`config.mk`:
```
export PLATFORM = sky130hd
export DESIGN_NAME = output_arbiter
export DESIGN_NICKNAME = d
export VERILOG_FILES = /design/src/rtl/output_arbiter.sv
export SDC_FILE = /design/constraint.sdc
export NUM_CORES = 1
export LEC_CHECK = 0
export CAP_MARGIN = 15
export CORE_MARGIN = 3
export CORE_UTILIZATION = 44
export CTS_CLUSTER_SIZE = 30
export DETAILED_ROUTE_END_ITERATION = 10
export PLACE_DENSITY = 0.89
export SYNTH_ARGS = -nofsm -noshare
export SYNTH_HDL_FRONTEND = slang
export SYNTH_SLANG_ARGS = --single-unit
```
`constraint.sdc`:
```
create_clock -name clk -period 4.05 [get_ports clk]
set_input_delay 0.81 -clock clk [delete_from_list [all_inputs] [get_ports clk]]
set_output_delay 0.81 -clock clk [all_outputs]
set_load 0.01 [all_outputs]
```
`src/rtl/output_arbiter.sv`:
```
// output_arbiter: per-output switch stage of the NoC router.
// Picks one non-empty input buffer by round-robin and holds the grant from
// head flit to tail flit. Pops flits with a one-hot read strobe and
// registers them onto the output link. Sends are gated by a credit counter
// that tracks free slots in the next hop's input buffer.
module output_arbiter #(
  parameter int NUM_INPUTS = 4,
  parameter int DATA_WIDTH = 16,
  parameter int CREDITS    = 5
) (
  input  logic                             clk,
  input  logic                             reset,
  input  logic [NUM_INPUTS-1:0]            in_empty_i,
  input  logic [NUM_INPUTS*DATA_WIDTH-1:0] in_data_i,
  output logic [NUM_INPUTS-1:0]            in_read_o,
  output logic [DATA_WIDTH-1:0]            out_data_o,
  output logic                             out_valid_o,
  input  logic                             credit_return_i,
  output logic [NUM_INPUTS-1:0]            grant_o,
  output logic                             credit_err_o
);

  localparam int IW = (NUM_INPUTS > 1) ? $clog2(NUM_INPUTS) : 1;
  localparam int CW = $clog2(CREDITS + 1);
  localparam logic [CW-1:0] CREDIT_MAX = CW'(CREDITS);

  // Flit type lives in the top two bits. Bit 0 set means the flit ends a
  // packet (tail or single).
  localparam logic [1:0] FT_HEAD = 2'b10;

  typedef enum logic {
    IDLE,
    LOCKED
  } state_e;

  state_e                  state_q, state_d;
  logic [IW-1:0]           rr_ptr_q, rr_ptr_d;
  logic [IW-1:0]           owner_q, owner_d;
  logic [CW-1:0]           credits_q, credits_d;
  logic [NUM_INPUTS-1:0]   grant_q, grant_d;
  logic                    credit_err_q, credit_err_d;
  logic [DATA_WIDTH-1:0]   out_data_q;
  logic                    out_valid_q;

  logic                    can_send;
  logic                    scan_found;
  logic [IW-1:0]           scan_idx;
  logic                    read_en;
  logic [IW-1:0]           read_idx;
  logic [DATA_WIDTH-1:0]   flit;
  logic [1:0]              flit_type;

  // Wrap-around increment of an input index.
  function automatic logic [IW-1:0] next_idx(input logic [IW-1:0] idx);
    return (idx == IW'(NUM_INPUTS - 1)) ? '0 : idx + 1'b1;
  endfunction

  // Only the registered count matters, so a credit returned this cycle is
  // usable from the next cycle.
  assign can_send = (credits_q != '0);

  // Round-robin scan: first non-empty input starting at rr_ptr.
  always_comb begin
    int j;
    // NOTE: every variable written here gets a default first, so no path
    // leaves it unassigned and no latch is inferred.
    scan_found = 1'b0;
    scan_idx   = rr_ptr_q;
    j          = 0;
    for (int k = 0; k < NUM_INPUTS; k++) begin
      j = int'(rr_ptr_q) + k;
      if (j >= NUM_INPUTS) j = j - NUM_INPUTS;
      if (!scan_found && !in_empty_i[j]) begin
        scan_found = 1'b1;
        scan_idx   = IW'(j);
      end
    end
  end

  // Read decision: the scan winner in IDLE, only the owner while LOCKED.
  always_comb begin
    read_en  = 1'b0;
    read_idx = rr_ptr_q;
    if (can_send) begin
      if (state_q == IDLE) begin
        read_en  = scan_found;
        read_idx = scan_idx;
      end else begin
        read_en  = !in_empty_i[owner_q];
        read_idx = owner_q;
      end
    end
  end

  assign flit      = in_data_i[int'(read_idx)*DATA_WIDTH +: DATA_WIDTH];
  assign flit_type = flit[DATA_WIDTH-1 -: 2];

  // One-hot pop strobe. It is gated by reset because the reset state
  // (IDLE, full credits) would otherwise pop a non-empty buffer while the
  // link is held in reset.
  always_comb begin
    in_read_o = '0;
    if (read_en && reset) in_read_o[read_idx] = 1'b1;
  end

  // Next-state for the packet lock, round-robin pointer and credit counter.
  always_comb begin
    state_d      = state_q;
    rr_ptr_d     = rr_ptr_q;
    owner_d      = owner_q;
    grant_d      = grant_q;
    credits_d    = credits_q;
    credit_err_d = credit_err_q;

    if (read_en) begin
      if (state_q == IDLE) begin
        if (flit_type == FT_HEAD) begin
          state_d = LOCKED;
          owner_d = read_idx;
          grant_d = NUM_INPUTS'(1) << read_idx;
        end else begin
          // Single flit, or a stray body/tail that is forwarded as single.
          rr_ptr_d = next_idx(read_idx);
        end
      end else if (flit_type[0]) begin
        state_d  = IDLE;
        rr_ptr_d = next_idx(owner_q);
        grant_d  = '0;
      end
    end

    case ({read_en, credit_return_i})
      2'b10:   credits_d = credits_q - 1'b1;
      2'b01: begin
        if (credits_q == CREDIT_MAX) credit_err_d = 1'b1;
        else                         credits_d    = credits_q + 1'b1;
      end
      default: credits_d = credits_q;
    endcase
  end

  // Single state register for the FSM, counters and registered outputs.
  always_ff @(posedge clk or negedge reset) begin
    if (!reset) begin
      state_q      <= IDLE;
      rr_ptr_q     <= '0;
      owner_q      <= '0;
      credits_q    <= CREDIT_MAX;
      grant_q      <= '0;
      credit_err_q <= 1'b0;
      out_data_q   <= '0;
      out_valid_q  <= 1'b0;
    end else begin
      // NOTE: non-blocking assignments so every register samples the
      // pre-edge values, independent of statement order.
      state_q      <= state_d;
      rr_ptr_q     <= rr_ptr_d;
      owner_q      <= owner_d;
      credits_q    <= credits_d;
      grant_q      <= grant_d;
      credit_err_q <= credit_err_d;
      out_valid_q  <= read_en;
      if (read_en) out_data_q <= flit;
    end
  end

  assign out_data_o   = out_data_q;
  assign out_valid_o  = out_valid_q;
  assign grant_o      = grant_q;
  assign credit_err_o = credit_err_q;

endmodule

```
# == After elaboration in Yosys (flattened, before gate mapping) ==
# Index checks and enable logic that the tools add are counted.
# word_totals
output_inout_bits,26
in_bits,71
register_bits,30
wordCells,107
# classes
n_shift,2
add_sub_neg,11
n_mux,46
n_lt_le_gt_ge,11
n_bitwise,1
n_eq_ne,9
reduce_logical,19
# op_table
operator,count
$lt 32x4->1 const B,4
$mux 32,4
$shiftx 64x7->16,1
$mux 2,11
$mux 1,19
$mux 4,4
$sub 3x3->4 const B,3
$bmux 1 s2,5
$ge 3x3->1 const B,3
$reduce_and 3->1,3
$eq 2x2->1 const B,4
$add 2x2->3 const B,2
$logic_not 1->1,6
$lt 2x3->1 const B,2
$pmux 3 s2,1
$logic_and 1x1->1,5
$add 2x1->2 const B,2
$ne 2x2->1 const B,2
$reduce_and 2->1,2
$reduce_bool 2->1,2
$shl 1x2->4 const A,1
$sub 2x3->4 const B,1
$add 2x1->3 const B,1
$add 3x1->3 const B,1
10 further kinds,10

# == Longest topological paths before layout ==
# depth
ltp_word,22
depth_mapped,12
mapped_depth_nobuf,10

# == Least setup slack after synthesis ==
# Ideal clock, no wire load.
# synth_path
path_type,in2out
from,input in_empty_i[0]
to,output in_read_o[3]
path_buffers,2
required_ns,3.240
stages,7
t_arrival_ns,2.478
slack_ns,0.762
path_cell_list,buf_2 a2111oi_1 o41a_1 nor2_4 buf_1 ha_1 and3_1
# synth_between
elab_chain_cells,19
word_cells_on_any_way,42
classes_between,2 x order compare; 29 x mux; 11 x reduce/logical
# synth_lines
element,line,rtl
start: declaration,13,"input logic [NUM_INPUTS-1:0] in_empty_i,"
$bmux 1 s2,73,if (!scan_found && !in_empty_i[j]) begin
$mux 1 (implied by the code) (2 in a row),73,
$logic_not 1->1,73,
$logic_and 1x1->1,73,
$mux 1,73,
$logic_not 1->1,73,
$logic_and 1x1->1,73,
$mux 1,73,
[... 3 more ...],-,
$mux 2 (*),85,if (state_q == IDLE) begin
$mux 2 (*),84,if (can_send) begin
net read_idx[0],49,logic [IW-1:0] read_idx;
$lt 2x3->1 (implied by the code) or $ge 2x1->1 (tied branches),103,if (read_en && reset) in_read_o[read_idx] = 1'b1;
$logic_and 1x1->1 (implied by the code),103,
$mux 1 (implied by the code),103,
$demux 1 s2 (*),103,
$mux 4 (*),103,
end: declaration,15,"output logic [NUM_INPUTS-1:0] in_read_o,"
# Mark *: on every way through the listed nets, which the timed path passes. The rest lies on a longest branch. The select of a mux whose other input is x is not followed.

# == Worst setup path after layout ==
# layout_path
from,input in_empty_i[0]
to,output in_read_o[0]
# layout_between
elab_chain_cells,19
word_cells_on_any_way,42
classes_between,2 x order compare; 29 x mux; 11 x reduce/logical
# layout_lines
element,line
$bmux 1 s2,73
$mux 1 (implied by the code) (2 in a row),73
$logic_not 1->1,73
$logic_and 1x1->1,73
$mux 1,73
$logic_not 1->1,73
$logic_and 1x1->1,73
$mux 1,73
[... 2 more ...],-
$mux 2,73
$mux 2,85
$mux 2,84
$lt 2x3->1 (implied by the code) or $ge 2x1->1 (tied branches),103
$logic_and 1x1->1 (implied by the code),103
$mux 1 (implied by the code),103
$demux 1 s2,103
$mux 4 (*),103
# Mark *: on every way between the ends. The rest lies on a longest branch, timed or not. The select of a mux whose other input is x is not followed.

==> impl_metrics.toml <==
[setup_path]
reg2regPathDepth = 9
r2r_end = "credits_q[1]$_DFFE_PN0P_"
required_ns = 3.24
worstReg2RegStart = "rr_ptr_q[1]$_DFFE_PN0P_"
arrival_ns = 3.14
critPathLaunchType = "input port"
r2r_slack_ns = 0.92
crit_path_max_fanout = 6
end_kind = "output port"
crit_type = "in -> out"

[cells_and_area]
layout.area.seq_um2 = 753.2
nFillCells = 365
final_area_um2 = 3563
drive_gt1_frac = 0.1761
multiInputGateArea_um2 = 1501
num-nets-final = 428
antenna_cells = 0
fin_util = 0.6889
syn2layout_area_growth_pct = 49.03

[die]
ios = 97
core_um2 = 5172
start_util = 0.4623
die_h_um = 79.72
dieArea_um2 = 6354
num_rows = 26
die_w_um = 79.72

[worst_hold_path]
hold_depth = 2
worstHoldEndpoint = "credit_err_o$_DFFE_PN0P_"
hold_start = "credit_err_o$_DFFE_PN0P_"
min_path_type = "reg -> reg"

[synth]
synthTopCellsByCount = "nand2_1, mux2i_1, dfrtp_1"
ys_types = 61
synth.avg_cell_area_um2 = 9.564
async_flop_share = 1.000
syn-cell-area_um2 = 2391
yosys_warnings = 0
synth.most_common_cell = "nand2_1"
syn_nets = 327
synth_edf_count = 0
synthCells = 250
synth_ff_type = "dfrtp_1"
yosysTopAreaCell = "dfrtp_1"
synth.area.top_cells = "dfrtp_1, mux2i_1, mux2_2, nand2_1, o21ai_0"
netlist.area_leader.share = 0.2930
ys_seq_elements = 30
ys_seq_area_frac = 0.3150

[placed_design]
place_area_um2 = 3441
dp_worst_setup_slack_ns = -0.04079
port_buffers = 96
dp_hpwl_mm = 5.103
place_congestion = 0.8388

[sta]
worst_pin_slew_ns = 0.5461
worst_slack_ns = 0.09849
layout_min_cycle_time_ns = 3.952
fmax_mhz = 253.1
report.final.hold_viol_count = 0
skew_ns = 0.005138
fin_crit_sh = 0.9757
slew_headroom = 0.6360
rsz0062_at_grt = "false"
maxSlewViolCount = 0
fin_setup_tns_ns = 0
setup_viol = 0
holdWs_ns = 0.4696

[route]
wirelength_mm = 6.576
drt_pass1_iterations = 4
viasPerCell = 5.607
vias = 2366
final_antenna_net_count = 0
drt_iter0_markers = 150
drc = 0
wl_per_cell_um = 15.58

[global_route]
grt_pass1_wl_mm = 11.02
grt_antenna_before_repair = 0
grt_util_met2 = 0.3756
gr-total-overflow = 0
grt_max_degree = 44
use_met3 = 0.07562
use_met1 = 0.2500
globalRouteTotalUtil = 0.2199
busiest_layer = "met2"
grt_pass1_vias = 2458

[cts]
clk_path_buf_depth = 2
insertion_delay_ns = 0.28
cts_hold_buffers = 0
tritoncts = "done"
cts-htree-levels = 2
cts_made_buffers = 5
cts_sinks = 30
cts.clk_slew.worst_paths_ns = 0.07
cts-root-buf = "clkbuf_8"

[power]
leakagePower_nw = 1.583
power_density_nw_per_um2 = 833.0
peakVddDrop_v = 0.0003789

[run_status]
status = "complete, no violations"

[run]
cap_violations = 0
-- metrics by stage --
| step | power, mW | instances |
|---|---|---|
| floorplan | 2.042 | 250 |
| global placement | 2.597 | 412 |
| detailed placement | 2.682 | 412 |
| CTS | 2.964 | 421 |
| global route | 3.203 | 422 |
| finish | 2.968 | 422 |
-- worst max-delay path: stages --
cell             delay, ns
clkdlybuf4s50_1       0.59
a2111oi_2             0.10
o41a_1                0.51
nor2_4                0.20
inv_2                 0.07
ha_1                  0.21
and3_1                0.17
clkdlybuf4s50_1       0.48
-- placed cells by master, fill, tap and decap left out, types with 5 or more instances in the layout --
cell	n
inv_1	7
nand2_1	33
ha_1	5
mux2i_1	30
a311o_1	5
clkbuf_8	6
nor2_1	6
dfrtp_1	28
o21ai_0	20
and3_1	6
mux2_2	19
clkdlybuf4s50_1	93
buf_4	16
-- state kept, by name (all words and copies together), names as in the netlist --
name / count
out_data_o: 16
out_valid_o: 1
rr_ptr_q: 2
grant_o: 4
credit_err_o: 1
credits_q: 3
state_q: 1
owner_q: 2
-- worst max-delay path by stage --
| stage | start | endpoint | slack, ns |
|---|---|---|---|
| finish | in_empty_i[0] | in_read_o[0] | 0.1 |
| global route | in_empty_i[0] | in_read_o[0] | 0.005 |
| CTS | in_empty_i[2] | in_read_o[0] | 0.01 |
| detailed placement | in_empty_i[2] | in_read_o[0] | -0.04 |
| global placement | in_empty_i[2] | in_read_o[2] | 0.07 |
| floorplan | in_empty_i[0] | in_read_o[3] | 0.76 |
-- metal layers --
layer	vias up	part of all wire
met3	10	0.081
met5	-	0
met1	1133	0.39
met4	0	0.019
met2	88	0.51
li1	1135	-
-- cells by family (layout without fill, tap and decap cells) --
| logic type | after synthesis | after routing | share of synthesized area |
|---|---|---|---|
| and+or+nand+nor | 72 | 72 | 0.1554 |
| muxes | 52 | 52 | 0.2386 |
| buffers and inverters | 28 | 130 | 0.06227 |
| xor gates and xnor gates | 1 | 1 | 0.003664 |
| AOI/OAI and AO/OA | 61 | 61 | 0.1905 |
| adders and majority gates | 6 | 6 | 0.03454 |
| DFF | 30 | 30 | 0.3150 |
-- layout make-up --
class	count	area share
repair buffers	112	0.3055
multi-input cells	192	0.4213
inverters	10	0.01053
clock inverters	2	0.003511
clock buffers	6	0.02317
well taps	70	0.02458
flip-flops and latches	30	0.2114
-- power breakdown --
group          internal (mW)  switching [mW]  total [mW]
logic                   1.08           0.998        2.07
clock network          0.136           0.118       0.254
registers              0.466           0.173       0.640
total                   1.68            1.29        2.97
-- repair_timing --
item                       CTS  global route
setup endpoints to repair    2             4
gates resized for setup      0             4
cloned                       0             0
buffers inserted             1             1
pin swaps                    1             3
(Power assumes the default switching activity.)
==> edit, RTL diff (same settings) <==
Put one more register stage on the output `credit_err_o`, cleared by the reset. The value now appears one clock later. The other outputs are not delayed to match.
--- a/src/rtl/output_arbiter.sv
+++ b/src/rtl/output_arbiter.sv
@@ -168,5 +168,11 @@
   assign out_valid_o  = out_valid_q;
   assign grant_o      = grant_q;
-  assign credit_err_o = credit_err_q;
+  always_ff @(posedge clk or negedge reset) begin
+    if (!reset) begin
+      credit_err_o <= '0;
+    end else begin
+      credit_err_o <= credit_err_q;
+    end
+  end
 
 endmodule
Function: changed (a bounded check fails within 4 cycles, from zero or initial values and one cycle with reset low).
==> edit against the unedited design <==
- largest cell class unchanged
- sequential share of layout area rose by 2.0 points
- setup slack improved by 0.27 ns
- sequential cell count rose by 1
- count of clock-buffer cells in the layout increased by 1
- total power fell by 6.2%
- clock skew increased by 0.0091 ns
- routed wire length decreased by 1.9%
- via count down 5.3%
- non-clock buffer count shrank 9
- area after synthesis fell by 6.8%
- register-to-register slack worse by 0.10 ns
- final area decreased by 5.8%
- fmax grew 7.5%
==> edit: results (changes against the unedited design) <==
[run_status]
status = finished clean

[layout]
regArea_sq_um = 778  ; +3.3%
multi_input_area_share_pct = 40.5  ; -1.6 points
stdcell_count = 406  ; -3.8%
clkbuf_count = 7  ; +1
num-multi-input-gates = 189  ; -1.6%
inv_count = 8  ; -2
nFillCells = 381  ; +4.4%
buf_share_pct = 30.5  ; -0.059 points
final_nets = 415  ; -3.0%
final-clk-cell-share_pct = 2.42  ; -0.25 points
n_all_buffers = 103  ; -8.0%
largest_reg_flops = 16  ; unchanged
layout-drive-gt1-share_pct = 11.5  ; -6.1 points

[routing]
routed_via_density = 5.52  ; -1.6%
wl_met2_um = 3480  ; +3.8%
post_drt_wl_per_cell_um = 15.9  ; +1.9%
wl_met1_um = 2440  ; -4.7%
drt-initial-drc-count = 145  ; -3.3%

[setup_path]
r2r_start = state_q
critical_path_arrival_ns = 2.87  ; -0.27 ns
r2r_cells = 8  ; -1
slowest_delay_ns = 0.47  ; -0.12 ns
rrSetupSlack_ns = 0.82  ; -0.10 ns
r2r-end = rr_ptr_q[0]

[placement]
hpwl_um = 5020  ; -1.7%
gp_congestion = 0.874  ; +4.1%
placedCellCount = 398  ; -3.4%

[global_route]
gr-usage-all-layers_pct = 22.3  ; +0.31 points
antenna_found_initial = 0  ; unchanged
grt_util_met3_pct = 3.40  ; -4.2 points
grt_pass1_wl_um = 10700  ; -3.1%
use_met2_pct = 40.2  ; +2.7 points
gr-usage-met1_pct = 26.0  ; +1.0 points
grt_start_max_net_pins = 41  ; -6.8%

[sta]
skew_ns = 0.0143  ; +0.00914 ns
maxSlewHeadroom_pct = 64.8  ; +1.2 points

[logic_synthesis]
syn_nets = 326  ; -0.31%
synth_mux_area_share_pct = 20.7  ; -3.2 points
seq_area_frac_synth_pct = 34.9  ; +3.4 points
yosys-top-cells-area = dfrtp_1 33%, mux2i_1 9.4%, mux2_2 7.6%, nand2_1 5.4%, a21oi_1 4.7%
synth_cell_types = 50  ; -18%

[power_and_ir_drop]
leakage_nw = 1.42  ; -10%
ir_drop_v = 0.000517  ; +36%

-- edit: metrics by stage --
| step | setup slack (ns) | area, sq um |
|---|---|---|
| after detailed placement | 0.0486 | 3250 |
| after global routing | 0.211 | 3360 |
| final | 0.373 | 3360 |
| after global placement | 0.131 | 3250 |
| after CTS | 0.0514 | 3330 |
| after floorplan | 0.669 | 2230 |
-- edit: worst min-delay path by stage --
| stage | startpoint | cells past startpoint | end | slack, ns |
|---|---|---|---|---|
| floorplan | credit_err_q | 0 | credit_err_o | 0.35 |
| global placement | credit_err_q | 0 | credit_err_o | 0.36 |
| detailed placement | credit_err_q | 0 | credit_err_o | 0.37 |
| CTS | credit_err_q | 0 | credit_err_o | 0.38 |
| global route | credit_err_q | 0 | credit_err_o | 0.40 |
| finish | credit_err_q | 0 | credit_err_o | 0.38 |
-- edit: where the power goes --
group	switching [mW]	internal, mW
clock	0.113	0.120
combinational	0.966	0.947
sequential	0.163	0.475
